**src/rtl/sdr_gfx_arbiter.sv**
```systemverilog
// sdr_gfx_arbiter
//   Three-port round-robin arbiter that funnels graphics ROM word reads
//   (BACK1, BACK2, FRONT) onto a single SDRAM controller request channel.
//   Each port has a one-deep pending slot. The most recent address wins
//   until the port is issued. Completion data is returned per port, with a
//   one-cycle rdy strobe.
//
// Optional feature: define SDR_ARB_WATCHDOG_EN to enable a WAIT watchdog.
//   If TIMEOUT_CYCLES cycles pass without sdr_rdy, the access is aborted:
//   tmo_o and rdy_o[g] pulse, and dataG_o is left untouched.
//   When SDR_ARB_WATCHDOG_EN is undefined, tmo_o is tied to 0.
//
// Ports
//   clk_ram             single clock, rising edge
//   RESETn              asynchronous active-low reset
//   req_i[2:0]          one-cycle request strobes (0=BACK1, 1=BACK2, 2=FRONT)
//   addr0_i..addr2_i    25-bit word address, sampled with req_i[n]
//   rdy_o[2:0]          one-cycle data-valid strobe per port
//   data0_o..data2_o    returned word, held until the next rdy_o[n]
//   sdr_addr            address to the SDRAM controller, held between issues
//   sdr_req             one-cycle request strobe to the SDRAM controller
//   sdr_rdy             one-cycle completion strobe from the controller
//   sdr_data            read data, valid with sdr_rdy
//   tmo_o               one-cycle watchdog-abort strobe
module sdr_gfx_arbiter #(
  parameter int TIMEOUT_CYCLES = 64
) (
  input  logic        clk_ram,
  input  logic        RESETn,
  input  logic [2:0]  req_i,
  input  logic [24:0] addr0_i,
  input  logic [24:0] addr1_i,
  input  logic [24:0] addr2_i,
  output logic [2:0]  rdy_o,
  output logic [15:0] data0_o,
  output logic [15:0] data1_o,
  output logic [15:0] data2_o,
  output logic [24:0] sdr_addr,
  output logic        sdr_req,
  input  logic        sdr_rdy,
  input  logic [15:0] sdr_data,
  output logic        tmo_o
);

  typedef enum logic [1:0] {
    S_IDLE  = 2'd0,
    S_ISSUE = 2'd1,
    S_WAIT  = 2'd2
  } state_t;

  state_t      state, state_nxt;
  logic [2:0]  pend, pend_nxt;
  logic [24:0] addr_q [3];
  logic [1:0]  gnt;
  logic [1:0]  last_grant;
  logic        vld_p1;
  logic [15:0] data_p1;
  logic        wd_fire;

  // Round-robin search starting one past the last served port.
  function automatic logic [1:0] rr_pick(input logic [1:0] last,
                                         input logic [2:0] p);
    logic [1:0] c0, c1, c2;
    case (last)
      2'd0:    begin c0 = 2'd1; c1 = 2'd2; c2 = 2'd0; end
      2'd1:    begin c0 = 2'd2; c1 = 2'd0; c2 = 2'd1; end
      default: begin c0 = 2'd0; c1 = 2'd1; c2 = 2'd2; end
    endcase
    if (p[c0])      return c0;
    else if (p[c1]) return c1;
    else            return c2;
  endfunction

  // A request in the grantee's ISSUE cycle re-arms its slot, so the clear
  // is applied before the new strobes are merged in.
  always_comb begin
    pend_nxt = pend;
    if (state == S_ISSUE) pend_nxt[gnt] = 1'b0;
    pend_nxt = pend_nxt | req_i;
  end

  always_comb begin
    state_nxt = state;
    case (state)
      S_IDLE:  if (|pend) state_nxt = S_ISSUE;
      S_ISSUE: state_nxt = S_WAIT;
      S_WAIT:  if (sdr_rdy || wd_fire) state_nxt = S_IDLE;
      default: state_nxt = S_IDLE;
    endcase
  end

`ifdef SDR_ARB_WATCHDOG_EN
  localparam int WD_W = $clog2(TIMEOUT_CYCLES + 1);
  logic [WD_W-1:0] wd_cnt;

  assign wd_fire = (state == S_WAIT) && !sdr_rdy &&
                   (wd_cnt == WD_W'(TIMEOUT_CYCLES - 1));

  // Counts WAIT cycles; cleared on every cycle that does not stay in WAIT.
  always_ff @(posedge clk_ram or negedge RESETn) begin
    if (!RESETn) begin
      wd_cnt <= '0;
      tmo_o  <= 1'b0;
    end else begin
      tmo_o <= wd_fire;
      if (state == S_WAIT && state_nxt == S_WAIT) wd_cnt <= wd_cnt + 1'b1;
      else                                        wd_cnt <= '0;
    end
  end
`else
  assign wd_fire = 1'b0;
  assign tmo_o   = 1'b0;
`endif

  // Request capture: addresses are plain data, no reset needed.
  always_ff @(posedge clk_ram) begin
    if (req_i[0]) addr_q[0] <= addr0_i;
    if (req_i[1]) addr_q[1] <= addr1_i;
    if (req_i[2]) addr_q[2] <= addr2_i;
    // p1: completion data staged one cycle ahead of rdy_o
    if (state == S_WAIT && sdr_rdy) data_p1 <= sdr_data;
  end

  always_ff @(posedge clk_ram or negedge RESETn) begin
    if (!RESETn) begin
      state      <= S_IDLE;
      pend       <= 3'b000;
      last_grant <= 2'd2;
      gnt        <= 2'd0;
      sdr_req    <= 1'b0;
      sdr_addr   <= '0;
      rdy_o      <= 3'b000;
      vld_p1     <= 1'b0;
      data0_o    <= 16'h0000;
      data1_o    <= 16'h0000;
      data2_o    <= 16'h0000;
    end else begin
      state   <= state_nxt;
      pend    <= pend_nxt;
      sdr_req <= 1'b0;
      rdy_o   <= 3'b000;
      vld_p1  <= 1'b0;

      if (state == S_IDLE && |pend) gnt <= rr_pick(last_grant, pend);

      if (state == S_ISSUE) begin
        sdr_req  <= 1'b1;
        sdr_addr <= addr_q[gnt];
      end

      // p0: completion accepted only while waiting
      if (state == S_WAIT && sdr_rdy) begin
        vld_p1     <= 1'b1;
        last_grant <= gnt;
      end

      // p1: deliver the staged word to the grantee
      if (vld_p1) begin
        rdy_o[gnt] <= 1'b1;
        case (gnt)
          2'd0:    data0_o <= data_p1;
          2'd1:    data1_o <= data_p1;
          default: data2_o <= data_p1;
        endcase
      end

      // Abort: strobe rdy without touching the port's data register.
      if (wd_fire) begin
        rdy_o[gnt] <= 1'b1;
        last_grant <= gnt;
      end
    end
  end

endmodule

```
**config.mk**
```make
export PLATFORM = sky130hd
export DESIGN_NAME = sdr_gfx_arbiter
export DESIGN_NICKNAME = d
export VERILOG_FILES = /design/src/rtl/sdr_gfx_arbiter.sv
export SDC_FILE = /design/constraint.sdc
export NUM_CORES = 1
export LEC_CHECK = 0
export ABC_AREA = 1
export BUFFER_PORTS_ARGS = -buffer_cell sky130_fd_sc_hd__buf_2
export CORE_MARGIN = 2
export CORE_UTILIZATION = 30
export DETAILED_ROUTE_END_ITERATION = 10
export GPL_ROUTABILITY_DRIVEN = 0
export GPL_TIMING_DRIVEN = 0
export PLACE_DENSITY_LB_ADDON = 0.1
export SLEW_MARGIN = 20
export SYNTH_ARGS = -nofsm -noshare
export SYNTH_HDL_FRONTEND = slang
export SYNTH_SLANG_ARGS = --single-unit
```
**constraint.sdc**
```tcl
create_clock -name clk_ram -period 2.75 [get_ports clk_ram]
set_input_delay 0.55 -clock clk_ram [delete_from_list [all_inputs] [get_ports clk_ram]]
set_output_delay 0.55 -clock clk_ram [all_outputs]
set_load 0.03 [all_outputs]
```
==> metrics, run 1 <==
CP arrival=~1.7 ns; ratio of cells with drive above 1 in the final layout=0.325; Root Driver=clkbuf_16; Port Buf Inserts=between 150 and 200; fin. max-slew vios=0; synthesized flop and latch total=approximately 180; Fin Setup TNS=0 ns; synth warn=0; number of I/O pins=between 150 and 200; Netlist cell types=24; core area=roughly 21,000 um^2; cell mode on critical path=inv_1; Max clock buf depth=2; period utilization=0.601; outcome=complete, no violations; CTS Sinks=between 150 and 200; clock slew at reported path FFs=around 0.070 ns; Clock Skew=0.00581 ns; power per cell area=1170 nW/um^2; CTS tree=yes; DR iter-0 viols=between 100 and 150; Die Y=approximately 150 um; Clock Latency Late Sink=0.42 ns; DR pass1 iterations=4; # setup viols final=0; RSZ-0062 raised after global routing=false; worst path bufs/invs=2; CTS H-tree depth=4; final design utilization=0.392; Finished Layout Cells=roughly 1,000; Hold Path Class=in -> reg; Worst path max stage delay=between 0.6 and 0.7 ns; Initial Utilization=0.304; WHS=roughly 0.30 ns; Slew HR=0.479; number of global-route vias before repair=~4,500; # DRC=0; post-DR wirelength/cell=16.3 um; post-CTS setup buffers=0; Setup CP Type=reg -> reg; maxcap violations=0; synth top area cells=edfxtp_1 (43%), dfrtp_1 (34%), nand2_1 (6.3%); first-pass GRT wire length=between 20,000 and 25,000 um; die footprint=approximately 22,000 um^2; VDD IR-drop max=~0.45 mV; Area Growth Syn to Fin=29.0%; share of Yosys cell area claimed by the top area cell type=0.431; P_leak=around 3.7 nW; cts bufs inserted=17; critical path cell sequence=inv_1, nand3_1, inv_1; Worst path slowest cell=inv_1; GRT overflow=0; largest net degree at the start of global routing=66; most common cell after layout, fill and taps aside=buf_2; syn avg cell area=~13 um^2; Synth Net Count=about 590; DPL Wire Length=11,200 um; placed cells=around 940; Syn Inst Count=between 400 and 500; sequential share of the synthesized area=0.774; Startpoint Class=register; Vias/cell=4.39; final wirelength=between 15,000 and 20,000 um; via count=about 4,300; Fin. Hold Viols=0; Yosys top cell by area=edfxtp_1; worst slew pin tran=between 0.7 and 0.8 ns; Antenna Nets Post-Route=0; max frequency=605 MHz; final layout net count=about 800; Worst EP required=approximately 2.8 ns; gr usage total=0.150; Crit Path Max Fanout=17; most frequent cells in the layout=buf_2 (186), nand2_1 (106), edfxtp_1 (91); fillers=~2,100; Critical Path End Type=register; initial antenna violation count=2; Crit path max-delay family=buffers and inverters; Synth Cell Area=around 6300 um^2; Die W=149 um; min Tclk post-route=approximately 1.7 ns; Site Rows=53
## per-layer routing
layer,GRT usage,share of wire,wire [um],vias up
met4,0.0443,0.015,241,2
met5,0,0.00069,11,-
li1,-,-,-,2094
met3,0.0473,0.065,1040,19
met2,0.238,0.47,7480,147
met1,0.197,0.45,7190,2045
## flip-flops by register name (all words and copies together) (netlist names)
| name | count |
|---|---|
| addr_q | 75 |
| data0_o | 16 |
| data1_o | 16 |
| data2_o | 16 |
| data_p1 | 16 |
| gnt | 2 |
| last_grant | 2 |
| pend | 3 |
| rdy_o | 3 |
| sdr_addr | 25 |
| sdr_req | 1 |
| state | 2 |
| vld_p1 | 1 |
## kinds of logic (layout without fill, tap and decap cells)
kind of cell | count (synthesis) | count (layout) | share of synthesized area
flip-flops | 178 | 178 | 0.774
AND/OR/NAND/NOR | 157 | 157 | 0.0988
buffers and inverters | 52 | 259 | 0.0353
other | 1 | 4 | 0.000591
AO/OA/AOI/OAI | 107 | 107 | 0.0915
## cells in the mapped netlist
cell      count
conb_1        1
o21ai_0      33
a31oi_1      20
nor3_1        2
o21ai_1      18
o211ai_1      5
inv_2         1
nor2_2        1
nand3_1      11
nor3_2        1
clkbuf_1      5
o21bai_1      2
buf_2        14
dfrtp_1      86
nand2_2       2
a21oi_1      28
a21o_1        1
edfxtp_1     91
dfstp_2       1
nor2_4        1
inv_1        29
buf_4         3
nor2_1       33
nand2_1     106
## worst paths after layout
check	from	to	slack [ns]	cells after the start
setup / recovery	state[0]	data_p1[12]	1.10	3
hold / removal	addr1_i[12]	addr_q[1][12]	0.30	1
setup reg to reg	state[0]	data_p1[12]	1.10	3
hold reg to reg	addr_q[0][4]	sdr_addr[4]	0.48	2
max in group asynchronous	RESETn	last_grant[1]	1.56	3
min in group asynchronous	RESETn	data0_o[7]	0.55	2
## metrics by stage
| stage | setup slack, ns | area, um^2 | power, mW |
|---|---|---|---|
| floorplan | 1.34 | 6350 | 6.14 |
| global placement | 0.232 | 7560 | 7.32 |
| detailed placement | 0.882 | 7590 | 7.39 |
| CTS | 1.02 | 8180 | 9.77 |
| global route | 0.904 | 8180 | 10.2 |
| finish | 1.10 | 8190 | 9.61 |
## cell type report
class	count	area, um^2	share of cell area
antenna	3	7.51	0.000917
buffer	22	111	0.0136
clock buffer	18	429	0.0524
clock inverter	14	150	0.0183
inverter	30	113	0.0138
multi-input combinational	265	1210	0.148
sequential	178	4910	0.600
tap	275	344	0.0420
timing repair buffer	175	910	0.111
## timing repair
| action | 4_1_cts | 5_1_grt |
|---|---|---|
| hold buffers | 1 | 0 |
| hold endpoints to repair | 22 | 0 |
| resized for setup | 0 | 0 |
## report_power, final
| group | internal, mW | switching, mW | leakage [nW] | total [mW] |
|---|---|---|---|---|
| sequential | 3.54 | 0.392 | 1.93 | 3.94 |
| clock | 1.28 | 1.07 | 0.285 | 2.35 |
| combinational | 0.948 | 2.38 | 1.44 | 3.32 |
Note: power is estimated with default switching activity, not from simulation.
==> run 2: changes to the inputs <==
clock period = 1.4 ns   (was 2.75 ns; I/O delays follow)
==> run 2 against run 1 <==
Compared with the run above:
- final cell count is 0.61% higher
- wire length is 0.39% higher
- critical path type unchanged
- largest cell class unchanged
- register-to-register slack worse by 1.1 ns
- count of clock-buffer cells in the layout stayed put
- clock skew hardly changed
==> metrics, run 2 (same netlist as run 1, synthesis figures left out) <==
core area=20,900 um^2 (unchanged); largest registers=addr_q x75, sdr_addr x25; total power=19.3 mW (+100%); max frequency=733 MHz (+21%); DPL Wire Length=11,200 um (unchanged); Clock Latency Late Sink=0.41 ns (about the same); Die W=149 um (unchanged); Comb pwr share=0.357 (+0.011); DR pass1 iterations=4 (unchanged); CTS H-tree depth=4 (unchanged); Initial Utilization=0.304 (unchanged); most frequent cells in the layout=buf_2 (177), nand2_1 (105), edfxtp_1 (91); final wirelength=16,000 um (+0.39%); dpl cell area=7590 um^2 (unchanged); Seq pwr share=0.402 (-0.008); Hold Path Class=in -> reg; WHS=0.0319 ns (-0.268 ns); via count=4,351 (+1.0%); Net Sw Frac=0.397 (-0.00165); outcome=complete, no violations; Slew HR=0.522 (+0.0426); maxcap violations=0 (unchanged); Max clock buf depth=2 (unchanged); # DRC=0 (unchanged); fin. max-slew vios=0 (unchanged); final layout net count=792 (+0.76%); number of global-route vias before repair=4,513 (+0.42%); number of I/O pins=175 (unchanged); Vias/cell=4.41 (+0.41%); Setup CP Type=reg -> reg; gr usage total=0.150 (+0.000349); CTS Sinks=178 (unchanged); VDD IR-drop max=0.888 mV (+99%); max reg flops=75 (unchanged); Startpoint Class=register; most common cell after layout, fill and taps aside=buf_2; initial antenna violation count=2 (unchanged); Clock Skew=0.00537 ns (-0.000441 ns); final instance area=8320 um^2 (+1.6%); CP arrival=1.66 ns (-0.04 ns); Port Buf Inserts=173 (unchanged); dpl ws=-0.320 ns (-1.20 ns); die footprint=22,300 um^2 (unchanged); min Tclk post-route=1.36 ns (-0.289 ns); Die Y=149 um (unchanged); Antenna Nets Post-Route=0 (unchanged); Finished Layout Cells=986 (+0.61%); # setup viols final=0 (unchanged); clock slew at reported path FFs=0.07 ns (about the same); Area Growth Syn to Fin=31.1%; Setup WS post-layout=0.0355 ns (-1.06 ns); P_sw=7.65 mW (+99%); Site Rows=53 (unchanged); post-DR wirelength/cell=16.2 um (-0.22%); RSZ-0062 raised after global routing=true; first-pass GRT wire length=25,000 um (+0.14%); worst slew pin tran=0.717 ns (-0.0630 ns); DR iter-0 viols=177 (+19%); power per cell area=2320 nW/um^2 (+97%); placed cells=944 (unchanged); fillers=2,070 (-0.62%); Most flops, register=addr_q; ratio of cells with drive above 1 in the final layout=0.345 (+0.0198); period utilization=0.975 (+0.373); Worst EP required=1.70 ns (-1.09 ns); P_leak=3.71 nW (+1.5%); Fin. Hold Viols=0 (unchanged); Clk pwr share=0.240 (-0.005); Int Pwr=11.6 mW (+100%); Crit Path Max Fanout=10 (-7); GRT overflow=0 (unchanged); largest net degree at the start of global routing=66 (unchanged); Critical Path End Type=register; cts bufs inserted=17 (unchanged); CTS tree=yes; Root Driver=clkbuf_16
==> run 2: power groups by stage <==
stage	Clock [mW]	Combinational (mW)	Sequential [mW]
after CTS	4.76	6.88	7.76
final	4.63	6.88	7.74
after global placement	0	6.56	7.82
after global routing	4.99	7.53	7.93
after floorplan	0	2.29	9.77
after detailed placement	0	6.67	7.84
==> run 2: what timing repair did <==
item	CTS	global route
hold endpoints to repair	22	0
buffers inserted	4	2
hold buffers	1	0
pin swaps	1	0
resized for setup	11	19
endpoints found under the setup margin	74	64
==> run 2: per-layer routing <==
layer | GRT usage | wire, um
met5 | 0 | 11
met4 | 0.0443 | 229
met3 | 0.0473 | 1080
met2 | 0.238 | 7560
met1 | 0.197 | 7140
==> run 2: path summary, 6_finish.rpt <==
path	startpoint	endpoint	slack [ns]	cells past startpoint
setup / recovery	state[1]	sdr_addr[12]	0.04	5
hold / removal	addr1_i[8]	addr_q[1][8]	0.03	1
setup reg to reg	state[1]	sdr_addr[12]	0.04	5
hold reg to reg	addr_q[0][4]	sdr_addr[4]	0.48	2
max in group asynchronous	RESETn	last_grant[1]	0.48	3
min in group asynchronous	RESETn	data0_o[7]	0.28	2
==> run 2: final cells by class <==
| cell class | count | area, um^2 | share of cell area |
|---|---|---|---|
| Antenna cell | 3 | 7.51 | 0.000903 |
| Buffer | 22 | 145 | 0.0175 |
| Clock buffer | 18 | 429 | 0.0516 |
| Clock inverter | 14 | 150 | 0.0181 |
| Inverter | 30 | 116 | 0.0140 |
| Multi-Input combinational cell | 265 | 1230 | 0.148 |
| Sequential cell | 178 | 4910 | 0.591 |
| Tap cell | 275 | 344 | 0.0414 |
| Timing Repair Buffer | 181 | 980 | 0.118 |
==> run 2: critical path, cell delays in order, from the launching register on <==
cell and delay (ns):
dfrtp_1 0.43, inv_1 0.09, nand2_2 0.16, clkbuf_4 0.27
a21oi_1 0.19, a31oi_1 0.10
==> run 2: per-stage QoR <==
step	utilization	TNS [ns]
3_3_place_gp	0.362	-82.06
4_1_cts	0.396	0
6_report	0.398	0
3_5_place_dp	0.363	-10.34
2_1_floorplan	-	0
5_1_grt	0.398	-0.0331
